[src/rtl/blink_pkg.sv]
// blink_pkg: state encoding and phase-counter width helper for led_blink_driver
package blink_pkg;
  typedef enum logic [1:0] {IDLE = 2'd0, ON = 2'd1, OFF = 2'd2} state_t;
  function automatic int phase_w(input int a, input int b);
    return $clog2((a > b ? a : b) + 1);
  endfunction
endpackage

[src/rtl/led_blink_driver_if.sv]
// led_blink_driver_if: start/count request and LED/busy/done status bundle
interface led_blink_driver_if #(parameter int COUNT_W = 4);
  logic i_Start;
  logic [COUNT_W-1:0] i_Count;
  logic o_LED;
  logic o_Busy;
  logic o_Done;
  modport master (output i_Start, i_Count, input o_LED, o_Busy, o_Done);
  modport slave (input i_Start, i_Count, output o_LED, o_Busy, o_Done);
endinterface

[src/rtl/blink_timer.sv]
// blink_timer: phase timer, cleared and given a new length on load; tc marks the last cycle
module blink_timer #(parameter int W = 4) (
  input  logic clk,
  input  logic rst,
  input  logic load,
  input  logic en,
  input  logic [W-1:0] ticks,
  output logic tc
);
  logic [W-1:0] cnt, lim;
  assign tc = cnt == lim - W'(1);
  always_ff @(posedge clk or posedge rst)
    if (rst) begin
      cnt <= '0;
      lim <= '0;
    end else if (load) begin
      cnt <= '0;
      lim <= ticks;
    end else if (en && !tc) cnt <= cnt + W'(1);
endmodule

[src/rtl/led_blink_driver.sv]
// led_blink_driver: blinks an LED N times; define BLINK_RETRIGGER_EN to let i_Start restart a running sequence
module led_blink_driver
  import blink_pkg::*;
#(
  parameter int ON_TICKS  = 12500000,
  parameter int OFF_TICKS = 12500000,
  parameter int COUNT_W   = 4
) (
  input logic clk,
  input logic i_Reset,
  led_blink_driver_if.slave bus
);
  localparam int W = phase_w(ON_TICKS, OFF_TICKS);
  state_t state;
  logic [COUNT_W-1:0] rem;
  logic led, busy, done, start_ok, load, tc;
  logic [W-1:0] ticks;
  always_comb begin
`ifdef BLINK_RETRIGGER_EN
    start_ok = bus.i_Start;
`else
    start_ok = bus.i_Start && state == IDLE;
`endif
    load = start_ok || (state != IDLE && tc);
    ticks = (state == ON && tc) ? W'(OFF_TICKS) : W'(ON_TICKS);
  end
  blink_timer #(.W(W)) u_timer (
    .clk(clk), .rst(i_Reset), .load(load), .en(busy), .ticks(ticks), .tc(tc)
  );
  always_ff @(posedge clk or posedge i_Reset)
    if (i_Reset) begin
      state <= IDLE;
      rem <= '0;
      led <= 1'b0;
      busy <= 1'b0;
      done <= 1'b0;
    end else begin
      done <= 1'b0;
      if (start_ok) begin
        state <= bus.i_Count != '0 ? ON : IDLE;
        rem <= bus.i_Count;
        led <= bus.i_Count != '0;
        busy <= bus.i_Count != '0;
        done <= bus.i_Count == '0;
      end else if (state == ON && tc) begin
        state <= OFF;
        led <= 1'b0;
      end else if (state == OFF && tc) begin
        rem <= rem - COUNT_W'(1);
        state <= rem == COUNT_W'(1) ? IDLE : ON;
        led <= rem != COUNT_W'(1);
        busy <= rem != COUNT_W'(1);
        done <= rem == COUNT_W'(1);
      end
    end
  assign bus.o_LED = led;
  assign bus.o_Busy = busy;
  assign bus.o_Done = done;
endmodule

[src/flat_wrapper.sv]
// flat-port wrapper written by rule: the top's interface ports become plain ports
module led_blink_driver_flat import blink_pkg::*;
#(
  parameter int ON_TICKS  = 12500000,
  parameter int OFF_TICKS = 12500000,
  parameter int COUNT_W   = 4
)
  (clk, i_Reset, bus_i_Start, bus_i_Count, bus_o_LED, bus_o_Busy, bus_o_Done);
  led_blink_driver_if #(.COUNT_W(COUNT_W)) bus_i ();
  input logic clk;
  input logic i_Reset;
  input wire logic [$bits(bus_i.i_Start)-1:0] bus_i_Start;
  input wire logic [$bits(bus_i.i_Count)-1:0] bus_i_Count;
  output wire logic [$bits(bus_i.o_LED)-1:0] bus_o_LED;
  output wire logic [$bits(bus_i.o_Busy)-1:0] bus_o_Busy;
  output wire logic [$bits(bus_i.o_Done)-1:0] bus_o_Done;
  assign bus_i.i_Start = bus_i_Start;
  assign bus_i.i_Count = bus_i_Count;
  assign bus_o_LED = bus_i.o_LED;
  assign bus_o_Busy = bus_i.o_Busy;
  assign bus_o_Done = bus_i.o_Done;
  led_blink_driver #(.ON_TICKS(ON_TICKS), .OFF_TICKS(OFF_TICKS), .COUNT_W(COUNT_W)) u_core (.clk(clk), .i_Reset(i_Reset), .bus(bus_i));
endmodule
[config.mk]
export PLATFORM = sky130hd
export DESIGN_NAME = led_blink_driver_flat
export DESIGN_NICKNAME = d
export VERILOG_FILES = /design/src/rtl/blink_pkg.sv /design/src/rtl/led_blink_driver_if.sv /design/src/rtl/blink_timer.sv /design/src/rtl/led_blink_driver.sv /design/src/flat_wrapper.sv
export SDC_FILE = /design/constraint.sdc
export NUM_CORES = 1
export LEC_CHECK = 0
export CAP_MARGIN = 20
export CORE_MARGIN = 2
export CORE_UTILIZATION = 50
export DETAILED_ROUTE_END_ITERATION = 10
export GPL_ROUTABILITY_DRIVEN = 1
export GPL_TIMING_DRIVEN = 0
export PLACE_DENSITY = 0.68
export SLEW_MARGIN = 20
export SYNTH_ARGS = -nofsm -noshare
export SYNTH_HDL_FRONTEND = slang
export SYNTH_SLANG_ARGS = --single-unit
[constraint.sdc]
create_clock -name clk -period 2.6 [get_ports clk]
set_input_delay 0.52 -clock clk [delete_from_list [all_inputs] [get_ports clk]]
set_output_delay 0.52 -clock clk [all_outputs]
set_load 0.01 [all_outputs]
==> flow_summary.ini <==
[run_status]
status = complete, no violations

[synthesis]
synth_edf_count = 0
synthAdderAreaFrac_pct = 2.03
synth_top_family_by_area = simple AND/OR/NAND/NOR gates
synth_warnings = 0
syn_area_um2 = 1850
synth_seq_cells = 33
synthSimpleGateAreaFrac_pct = 26.5
synth_xor_area_share_pct = 0.949
ys_seq_area_share_pct = 44.7
synth_area_leader_cell = dfrtp_1
synth-compound-area-share_pct = 18.8
synthCells = 201
synthMuxAreaShare_pct = 2.37
async_reset_ff_share_pct = 100
synth.top_cells.by_area = dfrtp_1 (45%), a21oi_1 (6.5%), or4_1 (5.3%), o31ai_1 (4.9%), or3_1 (4.4%)
synth_top_area_share_pct = 44.7
postSynthAreaPerCell_um2 = 9.19
syn-num-nets = 211
synth_flop_cell = dfrtp_1
ys_types = 40

[routing]
drc = 0
avgViaCountPerCell = 6.15
vias = 1637
drtAntennaViolNets = 0
first_iter_violations = 150
drt_wl_total_mm = 4.04
first_pass_iters = 4
routedWlPerCell_um = 15.2

[sta]
skew_ns = 0.00641
setup_tns_ns = 0
setup_viol = 0
slew_violations = 0
rsz0062_at_grt = false
worstMarginPinSlew_ns = 0.709
fin_crit_sh_pct = 89.8
finalHoldViolCount = 0
max_clock_freq_mhz = 428
fin_crit_ns = 2.34
whs_ns = 0.521
relSlewSlack_pct = 52.6

[clocking]
cts.sinks = 33
clk_latency_ns = 0.29
path_clk_slew_ns = 0.07
post_cts_buffers = 0
cts_buffer_depth = 2
cts-root-buf = clkbuf_8
htree_levels = 2
cts_hold_buf = 0
tritoncts.num_buffers = 5
cts_tree = built

[critical_path]
crit_type = flop to flop
worstPathArrival_ns = 2.51
crit_end = u_core.u_timer.cnt[1]
reg2reg_slack_ns = 0.26
worstPathMaxFanout = 10
r2r_cells = 7
start_kind = flop
crit_required_ns = 2.77
reg2reg_to = u_core.u_timer.cnt[1]
worst_setup_path_end_kind = flop
rr_startpoint = u_core.u_timer.cnt[14]
startpoint = u_core.u_timer.cnt[14]

[floorplanning]
die_y_um = 64.8
die-area_um2 = 4200
start_util_pct = 51.2
die_w_um = 64.8
num_io_pins = 10
rows = 22
core_um2 = 3610

[grt]
grt_pass1_vias = 1649
antenna_found_initial = 0
grt_max_degree = 34
overflow = 0
grt_pass1_wl_mm = 7.23
grt_usage_pct = 22.2

[min_path]
whs_path_depth = 2
hold_path.class = flop to flop

[finish]
drive_gt1_share_pct = 12.8
num-fill-cells = 315
nets = 227
final_common_cell = dfrtp_1
antenna_cells = 0
areaGrowthSynthToFinish_pct = 13.8
final_cell_mix = dfrtp_1 (33), a21oi_1 (24), nand2_1 (15)

[power]
vdd.ir_drop.worst_mv = 0.360
p_leak_nw = 0.864
power.density_nw_per_um2 = 632

[flow_run]
maxCapViolCount = 0

[place]
gp_congestion = 0.821
hpwlAfterDp_mm = 2.88
port_buffers = 9
## worst min path at each step
| stage | start | end | slack, ns |
|---|---|---|---|
| 2_1_floorplan | u_core.u_timer.lim[5] | u_core.u_timer.lim[5] | 0.47 |
| 3_3_place_gp | u_core.u_timer.lim[5] | u_core.u_timer.lim[5] | 0.48 |
| 3_5_place_dp | u_core.u_timer.lim[5] | u_core.u_timer.lim[5] | 0.50 |
| 4_1_cts | u_core.u_timer.lim[5] | u_core.u_timer.lim[5] | 0.52 |
| 5_1_grt | u_core.u_timer.lim[5] | u_core.u_timer.lim[5] | 0.53 |
| 6_report | u_core.u_timer.lim[5] | u_core.u_timer.lim[5] | 0.52 |
## cell usage after synthesis, types with 2 or more instances
cell	instances
mux2_2	3
o31ai_1	12
o21ai_1	3
or3_1	13
nand3_1	7
dfrtp_1	33
nor2_1	7
ha_1	3
inv_1	9
clkbuf_1	2
a21o_1	2
or4_1	13
nor4_1	3
buf_2	5
nand4_2	2
a31oi_1	2
and3_1	4
nand4_1	7
o21ai_0	12
nand2_1	15
a21oi_1	24
or3_2	2
## stage by stage
stage               std cells  utilization, %  power [mW]  setup slack (ns)  cell area (µm²)
floorplan                 201               -       0.826             0.469             1850
global placement          258            55.4       0.889             0.249             2000
detailed placement        258            55.4       0.913             0.186             2000
CTS                       266            58.2        1.34             0.166             2100
global route              266            58.3        1.41             0.128             2100
finish                    266            58.3        1.33             0.265             2100
## critical path: stages (launching register included)
cell     delay, ns
dfrtp_1       0.47
or4_1         0.54
o21ai_2       0.24
a31o_2        0.22
buf_2         0.21
buf_2         0.26
mux2i_1       0.22
nor2_1        0.05
## kinds of logic (layout without fill, tap and decap cells)
family / count (synthesis) / count (layout)
simple gates: 82 / 82
compound gates: 59 / 59
mux: 4 / 4
flops: 33 / 33
fa+ha+maj: 3 / 3
xor+xnor: 2 / 2
buf+inv: 18 / 35
## power breakdown
part | leakage (nW) | internal, mW | switching [mW] | total, mW
clock | 0.0542 | 0.239 | 0.188 | 0.427
combinational | 0.381 | 0.112 | 0.144 | 0.256
sequential | 0.429 | 0.578 | 0.0673 | 0.645
## per-layer routing
| metal | track usage, % | part of all wire [%] | vias to the layer above | wire length [µm] |
|---|---|---|---|---|
| met4 | 9.04 | 1.4 | 0 | 55 |
| met1 | 30.4 | 47 | 806 | 1900 |
| li1 | - | - | 793 | - |
| met2 | 34.3 | 48 | 32 | 1950 |
| met5 | 0 | 0 | - | 0 |
| met3 | 4.69 | 3.5 | 6 | 141 |
## sequential cells by signal, indices dropped and copies added (netlist names)
| name | flops |
|---|---|
| u_core.u_timer.cnt | 24 |
| u_core.rem | 4 |
| u_core.state | 2 |
| u_core.bus.o_Busy | 1 |
| u_core.bus.o_Done | 1 |
| u_core.u_timer.lim | 1 |
## area by class of cell
cell class / instances / area, µm² / area share (%)
Clock inverter: 1 / 5.00 / 0.238
Clock buffer: 7 / 96.3 / 4.58
Multi-Input combinational cell: 150 / 940 / 44.7
Timing Repair Buffer: 9 / 90.1 / 4.29
Sequential cell: 33 / 826 / 39.3
Tap cell: 48 / 60.1 / 2.86
Inverter: 9 / 33.8 / 1.61
Buffer: 9 / 51.3 / 2.44
## what timing repair did
item	4_1_cts	5_1_grt
resized for setup	0	1
endpoints found under the setup margin	0	11
endpoints found under the hold margin	0	0
Note: power is estimated with default switching activity, not from simulation.
